==> src/rtl/transceiver_spi_arbiter.sv <==
// Round-robin arbiter sharing one SPI byte engine among N_REQ requesters.
// Grants lock for a multi-byte transaction framed under one SPI_SEL, with gap and watchdog.
module transceiver_spi_arbiter #(
  parameter int N_REQ          = 3,
  parameter int TIMEOUT_CYCLES = 255,
  parameter int GAP_CYCLES     = 4,
  parameter int CNT_W          = 8
) (
  input  logic                 CLK_48MHZ,
  input  logic                 RESET,
  input  logic [N_REQ-1:0]     REQ,
  input  logic [8*N_REQ-1:0]   TX_DATA,
  input  logic [N_REQ-1:0]     LAST,
  output logic [N_REQ-1:0]     GNT,
  output logic [N_REQ-1:0]     ACK,
  output logic [7:0]           RX_DATA,
  output logic [N_REQ-1:0]     TIMEOUT_ERR,
  output logic                 SPI_SEL,
  output logic                 SPI_START,
  output logic [7:0]           SPI_TX_BYTE,
  input  logic                 SPI_BUSY,
  input  logic                 SPI_DONE,
  input  logic [7:0]           SPI_RX_BYTE,
  output logic [2:0]           DBG_STATE
);

  // Handshake: a requester holds REQ with TX_DATA/LAST until its ACK pulse;
  // the byte engine takes SPI_START only while !SPI_BUSY and answers with SPI_DONE.
  localparam int OW = (N_REQ > 1) ? $clog2(N_REQ) : 1;

  typedef enum logic [2:0] {
    S_IDLE      = 3'd0,
    S_ISSUE     = 3'd1,
    S_WAIT_DONE = 3'd2,
    S_HOLD      = 3'd3,
    S_RELEASE   = 3'd4
  } state_t;

  state_t             r_state;
  logic [OW-1:0]      r_last_owner;
  logic [7:0]         r_byte;
  logic               r_last;
  logic [CNT_W-1:0]   r_cnt;
  logic [N_REQ-1:0]   r_gnt;
  logic [N_REQ-1:0]   r_ack;
  logic [N_REQ-1:0]   r_terr;
  logic [7:0]         r_rx;
  logic               r_sel;
  logic               r_start;
  logic [7:0]         r_tx_byte;

  logic [OW-1:0]      w_sel;
  logic [OW-1:0]      w_cand;
  logic               w_found;
  logic [OW-1:0]      w_mux_idx;
  logic [7:0]         w_tx_mux;
  logic [N_REQ-1:0]   w_one;

  assign w_one = {{(N_REQ-1){1'b0}}, 1'b1};

  // First requester searching upward from last_owner+1, wrapping.
  always_comb begin
    w_sel   = '0;
    w_cand  = '0;
    w_found = 1'b0;
    for (int k = 1; k <= N_REQ; k++) begin
      w_cand = OW'((int'(r_last_owner) + k) % N_REQ);
      if (!w_found && REQ[w_cand]) begin
        w_found = 1'b1;
        w_sel   = w_cand;
      end
    end
  end

  // In IDLE the candidate is loaded; afterwards the owner is last_owner.
  assign w_mux_idx = (r_state == S_IDLE) ? w_sel : r_last_owner;

  always_comb begin
    w_tx_mux = '0;
    for (int k = 0; k < N_REQ; k++) begin
      if (OW'(k) == w_mux_idx) w_tx_mux = TX_DATA[k*8 +: 8];
    end
  end

  always_ff @(posedge CLK_48MHZ) begin
    if (RESET) begin
      r_state      <= S_IDLE;
      r_last_owner <= OW'(N_REQ-1);
      r_byte       <= '0;
      r_last       <= 1'b0;
      r_cnt        <= '0;
      r_gnt        <= '0;
      r_ack        <= '0;
      r_terr       <= '0;
      r_rx         <= '0;
      r_sel        <= 1'b0;
      r_start      <= 1'b0;
      r_tx_byte    <= '0;
    end else begin
      r_start <= 1'b0;
      r_ack   <= '0;
      r_terr  <= '0;
      case (r_state)
        S_IDLE: begin
          if (w_found) begin
            r_gnt        <= w_one << w_sel;
            r_sel        <= 1'b1;
            r_byte       <= w_tx_mux;
            r_last       <= LAST[w_sel];
            r_last_owner <= w_sel;
            r_state      <= S_ISSUE;
          end
        end
        S_ISSUE: begin
          if (!SPI_BUSY) begin
            r_start   <= 1'b1;
            r_tx_byte <= r_byte;
            r_state   <= S_WAIT_DONE;
          end
        end
        S_WAIT_DONE: begin
          // A DONE coinciding with our own START pulse belongs to no byte of ours.
          if (SPI_DONE && !r_start) begin
            r_ack <= r_gnt;
            r_rx  <= SPI_RX_BYTE;
            r_cnt <= '0;
            if (r_last) begin
              r_gnt   <= '0;
              r_sel   <= 1'b0;
              r_state <= S_RELEASE;
            end else begin
              r_state <= S_HOLD;
            end
          end
        end
        S_HOLD: begin
          if (!(|r_ack) && |(REQ & r_gnt)) begin
            r_byte  <= w_tx_mux;
            r_last  <= LAST[r_last_owner];
            r_state <= S_ISSUE;
          end else if (r_cnt == CNT_W'(TIMEOUT_CYCLES-1)) begin
            r_terr  <= r_gnt;
            r_gnt   <= '0;
            r_sel   <= 1'b0;
            r_cnt   <= '0;
            r_state <= S_RELEASE;
          end else begin
            r_cnt <= r_cnt + 1'b1;
          end
        end
        S_RELEASE: begin
          if (r_cnt == CNT_W'(GAP_CYCLES-1)) r_state <= S_IDLE;
          else                               r_cnt   <= r_cnt + 1'b1;
        end
        default: r_state <= S_IDLE;
      endcase
    end
  end

  assign GNT         = r_gnt;
  assign ACK         = r_ack;
  assign RX_DATA     = r_rx;
  assign TIMEOUT_ERR = r_terr;
  assign SPI_SEL     = r_sel;
  assign SPI_START   = r_start;
  assign SPI_TX_BYTE = r_tx_byte;
  assign DBG_STATE   = r_state;

endmodule

==> config.mk <==
export PLATFORM = sky130hd
export DESIGN_NAME = transceiver_spi_arbiter
export DESIGN_NICKNAME = d
export VERILOG_FILES = /design/src/rtl/transceiver_spi_arbiter.sv
export SDC_FILE = /design/constraint.sdc
export NUM_CORES = 1
export LEC_CHECK = 0
export CAP_MARGIN = 20
export CORE_MARGIN = 2
export CORE_UTILIZATION = 50
export DETAILED_ROUTE_END_ITERATION = 7
export GPL_TIMING_DRIVEN = 0
export PLACE_DENSITY = 0.83
export REMOVE_ABC_BUFFERS = 1
export SLEW_MARGIN = 20
export SYNTH_ARGS = -nofsm -noshare
export SYNTH_HDL_FRONTEND = slang
export SYNTH_SLANG_ARGS = --single-unit
==> constraint.sdc <==
create_clock -name CLK_48MHZ -period 5.9 [get_ports CLK_48MHZ]
set_clock_uncertainty 0.15 [all_clocks]
set_input_delay 0.885 -clock CLK_48MHZ [delete_from_list [all_inputs] [get_ports CLK_48MHZ]]
set_output_delay 0.885 -clock CLK_48MHZ [all_outputs]
set_load 0.01 [all_outputs]
Word-level counts from Yosys, hierarchy flattened:

Cells that the tools add are included.

* multiplexer cells: 52
* bitwise gates (word level): 7
* divide/modulo/power cells: 3
* order comparisons: 5
* reductions and logical operators: 25
* equal/unequal tests: 18
* add/subtract/negate cells: 4
* shift operators: 1

Operator list (number)
* modulo 32 x 3 -> 32 bit (second input constant): 3
* two-way mux 8 bit: 9
* two-way mux 3 bit: 12
* one-hot mux 8 bit (3 select lines): 1
* inequality test 2 bit (second input constant): 9
* two-way mux 1 bit: 16
* one-hot mux 8 bit (2 select lines): 1
* less-than comparator 2 x 3 -> 1 bit (second input constant): 5
* one-hot mux 3 bit (5 select lines): 1
* binary-select mux 1 bit (select 2 bit): 5
* one-hot mux 3 bit (3 select lines): 1
* OR reduction 3 bit: 3
* adder 8 x 1 -> 8 bit (second input constant): 1
* equality test 8 x 2 -> 1 bit (second input constant): 1
* equality test 8 bit (second input constant): 1
* two-way mux 2 bit: 4
* adder 2 x 2 -> 3 bit (second input constant): 2
* equality test 3 x 2 -> 1 bit (second input constant): 2
* inverter 1 bit: 6
* AND reduction 2 bit: 3
* AND reduction 6 bit: 1
* nonzero test 3 bit: 2
* AND reduction 5 bit: 1
* logical AND 1 bit: 4
* other kinds (18): 21

* input port bits: 42
* word-level logic and storage cells: 127
* flip-flop bits (word level): 49

Longest topological paths before layout:

Gate-level depths: netlist of run 1.

* word-level depth: 18
* mapped depth: 9

Worst setup path after synthesis of run 1:

Ideal clock, no wire load.

* kind: input to register
* start point: input REQ[2]
* end point: register r_state[0] (netlist: DBG_STATE[0])
* setup slack: 3438 ps
* library setup time: 123 ps
* arrival time: 2189 ps
* cell stages on the path: 6
* cells stage by stage: a22o_1 > a211o_1 > a211oi_1 > o21a_1 > a211o_1 > mux2_1

* cells in the longest elaborated chain, start to end: 11
* elaborated cells on any way between the ends: 21

RTL lines
* from (decl): RTL line 11 `input logic [N_REQ-1:0] REQ,`
* binary-select mux 1 bit (select 2 bit): RTL line 68 `if (!w_found && REQ[w_cand]) begin`
* two-way mux 1 bit (not written as such): RTL line 68
* two-way mux 1 bit: RTL line 68
* logical NOT 1 bit: RTL line 68
* logical AND 1 bit: RTL line 68
* two-way mux 1 bit: RTL line 68
* logical NOT 1 bit: RTL line 68
* logical AND 1 bit: RTL line 68
* two-way mux 1 bit: RTL line 68
* inequality test 2 bit (no source line)
* AND reduction 5 bit (no source line)
* to (signal assigned): RTL line 87 `r_state <= S_IDLE;`
* to (signal assigned): RTL line 111 `r_state <= S_ISSUE;`
* to (signal assigned): RTL line 118 `r_state <= S_WAIT_DONE;`
* to (decl): RTL line 39 `state_t r_state;`

Parallel ways exist; a longest one is shown, timed or not. The select of a mux whose other input is x is not followed.
A chain may end at the register's enable or synchronous reset.

Worst setup path in the final report of run 1:

* start point: input REQ[1]
* end point: register r_byte[1]

* cells in the longest elaborated chain, start to end: 16
* elaborated cells on any way between the ends: 32

RTL lines
* binary-select mux 1 bit (select 2 bit): RTL line 68
* two-way mux 1 bit (not written as such): RTL line 68
* two-way mux 1 bit: RTL line 68
* logical NOT 1 bit: RTL line 68
* logical AND 1 bit: RTL line 68
* two-way mux 1 bit: RTL line 68
* logical NOT 1 bit: RTL line 68
* logical AND 1 bit: RTL line 68
* two-way mux 2 bit: RTL line 68
* two-way mux 2 bit: RTL line 76 `assign w_mux_idx = (r_state == S_IDLE) ? w_sel : r_last_owner;`
* logical NOT 2 bit: RTL line 81 `if (OW'(k) == w_mux_idx) w_tx_mux = TX_DATA[k*8 +: 8];`
* two-way mux 8 bit (3 in series): RTL line 81
* two-way mux 8 bit, on equally long branches: RTL line 137, 105
* one-hot mux 8 bit (2 select lines): RTL line 103 `case (r_state)`
* to (signal assigned): RTL line 108 `r_byte <= w_tx_mux;`
* to (signal assigned): RTL line 138 `r_byte <= w_tx_mux;`
* to (decl): RTL line 41 `logic [7:0] r_byte;`

Parallel ways exist; a longest one is shown, timed or not. The select of a mux whose other input is x is not followed.

==> impl_metrics.yaml, run 1 <==
sta:
  clock.fmax_ghz: 0.308
  hold_slack_ns: 0.304
  fin_crit_sh_pct: 55.1
  final_hold_viol_count: 0
  slew_violations: 0
  relSlewSlack_pct: 39.7
  timing.final.ws_setup_ns: 2.65
  finalSetupViolations: 0
  setup_tns_ns: 0
  fin_crit_ns: 3.25
  max_slew.worst_pin.slew_ns: 0.897
  rsz0062_at_grt: "false"
synthesis:
  synthFlopType: "dfxtp_1"
  async_flop_share_pct: 0
  synthCells: 304
  synth.distinct_cells: 59
  syn-cell-area_mm2: 0.00260
  synth-seq-area-share_pct: 37.7
  synthTopCellsByArea: "dfxtp_1 (38%), nor2_1 (5.5%), mux2i_1 (4.6%), nand2_1 (3.5%), a21oi_1 (2.9%)"
  netlist_top_cells_count: "dfxtp_1 (49), nor2_1 (38), nand2_1 (24)"
  synth_edf_count: 0
  synth_top_area_cell: "dfxtp_1"
  yosys_warnings: 0
  post-synth-top-count-cell: "dfxtp_1"
  avgSynthCellArea_um2: 8.57
  ys_ff_latch: 49
  netlist.area_leader.share_pct: 37.7
drt:
  antenna_left: 0
  wl_mm: 6.18
  drtPass1Iterations: 4
  dr.first_iter.drc_count: 158
  via_per_inst: 5.45
  vias: 2388
  wl_per_cell_um: 14.1
  drc: 0
clock_tree:
  path_clk_slew_ns: 0.09
  cts-resized-gates: 0
  cts_tree: "yes"
  postCtsSetupRepairBufs: 0
  cts-buffers-inserted: 5
  cts_buffer_depth: 2
  htreeDepth: 2
  root_buffer: "clkbuf_8"
  cts_hold_buf: 0
  clock-sinks: 49
  clock_latency_ns: 0.29
floorplanning:
  rows: 26
  initial_utilization_pct: 51.3
  die_w_um: 76.2
  dieArea_mm2: 0.00580
  io_pins: 72
  coreArea_mm2: 0.00507
  die_y_um: 76.2
worst_setup_path:
  cp.required_ns: 5.95
  worst_path_max_delay_cell: "o2111ai_2"
  cp_cell_sequence: "clkdlybuf4s50_1, inv_1, o221a_1, o2111ai_2, and2_1, nand3_1, a311oi_1"
  critical_path_class: "primary input to flip-flop"
  crit_path_max_incr_delay_ns: 0.61
  startpoint_type: "primary input"
  crit_fanout: 17
  arrival_ns: 3.30
  cp-end-kind: "flip-flop"
placed_design:
  hpwlAfterDp_mm: 4.49
  io_buffers: 71
  gp_congestion: 0.827
  place_area_mm2: 0.00331
  dp_slack_ns: 2.36
finish:
  drive_gt1_share_pct: 5.16
  diodes: 0
  syn2layout_area_growth_pct: 30.1
  regArea_um2: 981
  final_util_pct: 66.8
  fill_cells: 441
  nets: 415
  fin_area_mm2: 0.00339
  multi_input_area_mm2: 0.00149
global_routing:
  grt_max_degree: 45
  antenna_found_initial: 0
  track_usage_pct: 22.3
  overflow: 0
  grt_pass1_wl_mm: 10.8
  grt_pass1_vias: 2332
power:
  cellLeakagePower_nw: 1.25
  powerDensity_mw_per_mm2: 375
  peakVddDrop_v: 0.000212
min_path:
  hp-class: "flip-flop to flip-flop"
status:
  outcome: "finished clean"
job:
  max_cap_viol_count: 0
-- path summary, 6_finish.rpt --
path | start | endpoint | slack, ns | cells past startpoint
min reg2reg | r_byte[0] | SPI_TX_BYTE[0] | 0.30 | 2
max | REQ[1] | r_byte[1] | 2.65 | 7
max reg2reg | r_last_owner[1] | r_byte[1] | 3.04 | 7
min | r_byte[0] | SPI_TX_BYTE[0] | 0.30 | 2
-- per-stage QoR --
step	instances	power (W)
floorplan	289	0.000890
global placement	430	0.00107
detailed placement	430	0.00109
CTS	438	0.00128
global route	438	0.00138
finish	438	0.00127
-- critical path, delay by kind of cell --
family	cells	cell delay, ns
buf+inv	2	0.69
compound gates	3	1.19
simple gates	2	0.54
-- cells by family (layout without fill, tap and decap cells) --
group	after synthesis	after routing	synth area share [%]
simple gates	124	124	24.4
compound gates	78	78	22.1
flops	49	49	37.7
buf+inv	27	91	5.28
mux	14	14	5.62
fa+ha+maj	6	6	2.88
xor+xnor	6	6	2.02
-- layout by cell type, fill, tap and decap left out, drive strengths merged, types with 2 or more instances in the layout --
| cell type | instances |
|---|---|
| clkdlybuf4s50 | 70 |
| dfxtp | 49 |
| nor2 | 38 |
| nand2 | 25 |
| o21ai | 17 |
| a21oi | 15 |
| inv | 12 |
| mux2i | 12 |
| and3 | 11 |
| nand3 | 10 |
| nand2b | 9 |
| a311oi | 8 |
| a21boi | 8 |
| ha | 6 |
| a211oi | 6 |
| clkbuf | 6 |
| nor3 | 6 |
| nor2b | 5 |
| or3 | 5 |
| xor2 | 5 |
| nand4 | 4 |
| and2 | 4 |
| o22ai | 4 |
| or4b | 2 |
| a21o | 2 |
| a211o | 2 |
| clkinv | 2 |
| nor4 | 2 |
| o211ai | 2 |
| o31ai | 2 |
| mux2 | 2 |
-- routing by layer --
layer / up-vias / share of wire, % / track usage [%]
met5: - / 0 / 0
met4: 0 / 1.1 / 8.00
met3: 6 / 3.5 / 3.44
met2: 67 / 49 / 37.0
met1: 1103 / 46 / 29.7
li1: 1212 / - / -
-- where the power goes --
part	switching (W)	internal, W	leakage, nW	total, W
clock network	0.000105	0.0000823	0.0450	0.000187
logic	0.000361	0.000274	0.809	0.000635
registers	0.0000613	0.000389	0.399	0.000450
-- registers in the layout, indices dropped and copies added, names as in the netlist --
signal / count
ACK: 3
SPI_SEL: 1
r_byte: 8
r_last: 1
r_cnt: 8
SPI_TX_BYTE: 8
SPI_START: 1
GNT: 3
r_last_owner: 2
RX_DATA: 8
DBG_STATE: 3
TIMEOUT_ERR: 3
-- final cells by class --
cell class | count | share of cell area [%]
Sequential cell | 49 | 29.0
Timing Repair Buffer | 71 | 20.8
Clock inverter | 2 | 0.295
Tap cell | 70 | 2.58
Multi-Input combinational cell | 228 | 43.9
Clock buffer | 6 | 2.14
Inverter | 12 | 1.33
Power figures use the tool's default switching activity.
==> inputs of run 2 (changes only) <==
Settings changed: CORE_UTILIZATION 50 to 43, PLACE_DENSITY 0.83 to 0.76.
Clock period 5.9 ns to 2.76 ns, I/O delays scaled along.
==> run 2 against run 1 <==
  * Clock power grew to 2.9 times the previous value
  * Register-to-register slack got worse by 2.9 ns
  * Power increased by 130%
  * Global-route usage fell by 2.2 points
  * Sequential cell count stayed put
  * Die area increased by 15%
  * Critical endpoint is now DBG_STATE[0]
  * Critical path type is now flip-flop to flip-flop
  * Hold slack improved by 0.0090 ns
  * Via count increased by 1.4%
  * First-iteration DRC count is 23% lower
  * Largest cell class unchanged
==> impl_metrics.yaml, run 2 (synthesis gave the netlist of run 1 again) <==
status:
  outcome: "finished clean"
finish:
  multi_input_area_mm2: 0.00153
  drive_gt1_share_pct: 8.13
  diodes: 0
  regArea_um2: 983
  syn2layout_area_growth_pct: 34.4
  final_cell_mix: "clkdlybuf4s50_1 (70), dfxtp_1 (47), nor2_1 (37), nand2_1 (24), a21oi_1 (15)"
  nets: 416
  final_common_cell: "clkdlybuf4s50_1"
  fill_cells: 537
  final_util_pct: 59.5
floorplanning:
  coreArea_mm2: 0.00589
  die_y_um: 81.8
  die_w_um: 81.8
  io_pins: 72
  dieArea_mm2: 0.00670
  rows: 28
  initial_utilization_pct: 44.3
sta:
  rsz0062_at_grt: "true"
  finalSetupViolations: 0
  timing.final.ws_setup_ns: 0.112
  final_hold_viol_count: 0
  slew_violations: 0
  clock.fmax_ghz: 0.378
  setup_tns_ns: 0
  fin_crit_ns: 2.65
  fin_crit_sh_pct: 95.9
  relSlewSlack_pct: 35.7
  max_slew.worst_pin.slew_ns: 0.956
worst_setup_path:
  cp.required_ns: 2.80
  worst_path_max_delay_cell: "dfxtp_2"
  startpoint: "r_last_owner[1]"
  cp_cell_sequence: "inv_1, ha_1, a22o_1, a211o_1, a211oi_1, o21a_1, a211o_1, mux2_1"
  critPathBufInv: 1
  cp_common_cell: "a211o_1"
  crit_fanout: 8
  crit_path_max_incr_delay_ns: 0.40
  critical_path_class: "flip-flop to flip-flop"
  critPathTopFamily: "compound AO/OA/AOI/OAI gates"
  startpoint_type: "flip-flop"
  cp-end-kind: "flip-flop"
  arrival_ns: 2.69
  rr_startpoint: "r_last_owner[1]"
min_path:
  hp-class: "flip-flop to flip-flop"
  hold_start: "SPI_TX_BYTE[0]"
global_routing:
  overflow: 0
  grt_pass1_wl_mm: 10.5
  track_usage_pct: 20.1
  grt_max_degree: 45
  grt_pass1_vias: 2294
  antenna_found_initial: 0
clock_tree:
  cts_buffer_depth: 2
  cts-buffers-inserted: 5
  cts_hold_buf: 0
  cts_tree: "yes"
  path_clk_slew_ns: 0.10
  clock_latency_ns: 0.30
  htreeDepth: 2
  clock-sinks: 49
  root_buffer: "clkbuf_8"
placed_design:
  io_buffers: 71
  gp_congestion: 0.846
  dp_slack_ns: -0.267
  hpwlAfterDp_mm: 4.65
drt:
  drtPass1Iterations: 5
  drc: 0
  antenna_left: 0
  vias: 2421
  dr.first_iter.drc_count: 121
  wl_per_cell_um: 14.6
  wl_mm: 6.50
  via_per_inst: 5.45
job:
  max_cap_viol_count: 0
power:
  cellLeakagePower_nw: 1.28
  peakVddDrop_v: 0.000523
  powerDensity_mw_per_mm2: 852
-- run 2: changes by cell type in the layout (fill, tap and decap cells not counted), sizes merged --
cell      change
buf           +1
clkinvlp      +1
bufinv        +1
clkinv        -2
-- run 2: stage by stage --
step                      power, W  instances  hold slack (ns)  cell area (um^2)
after floorplan            0.00190        289            0.276              2510
after global placement     0.00229        435            0.288              3320
after detailed placement   0.00232        435            0.296              3310
after CTS                  0.00291        444            0.310              3460
after global routing       0.00322        444            0.326              3500
final                      0.00298        444            0.313              3500
-- run 2: final cells by class --
| type | count | area share [%] |
|---|---|---|
| Clock buffer | 6 | 2.36 |
| Clock inverter | 2 | 1.07 |
| Inverter | 12 | 1.29 |
| Multi-Input combinational cell | 228 | 43.8 |
| Sequential cell | 49 | 28.1 |
| Tap cell | 75 | 2.68 |
| Timing Repair Buffer | 72 | 20.7 |
-- run 2: worst paths after layout --
path                          to  slack (ns)  cells after the start
setup reg to reg    DBG_STATE[0]        0.11                      8
hold / removal    SPI_TX_BYTE[0]        0.31                      2
setup / recovery    DBG_STATE[0]        0.11                      8
hold reg to reg   SPI_TX_BYTE[0]        0.31                      2
-- run 2: repair_timing --
item / CTS / global route
buffers inserted: 1 / 0
endpoints found under the setup margin: 8 / 15
resized for setup: 2 / 13
pin swaps: 0 / 1
-- run 2: power breakdown --
| part | switching, W | internal [W] |
|---|---|---|
| clock | 0.000242 | 0.000295 |
| combinational | 0.000820 | 0.000660 |
| sequential | 0.000130 | 0.000834 |
-- run 2: per-layer routing --
metal	up-vias	part of all wire [%]	wire length, um	GRT usage (%)
met5	-	0	0	0
met3	5	5.0	326	3.96
li1	1219	-	-	-
met2	70	48	3120	33.3
met1	1127	46	2980	26.4
met4	0	1.2	78	6.17
-- run 2: worst min-delay path, delay by kind of cell (launching register included) --
| kind | cells | cell delay, ns |
|---|---|---|
| DFF | 1 | 0.32 |
| AOI/OAI and AO/OA | 1 | 0.05 |
| and+or+nand+nor | 1 | 0.05 |
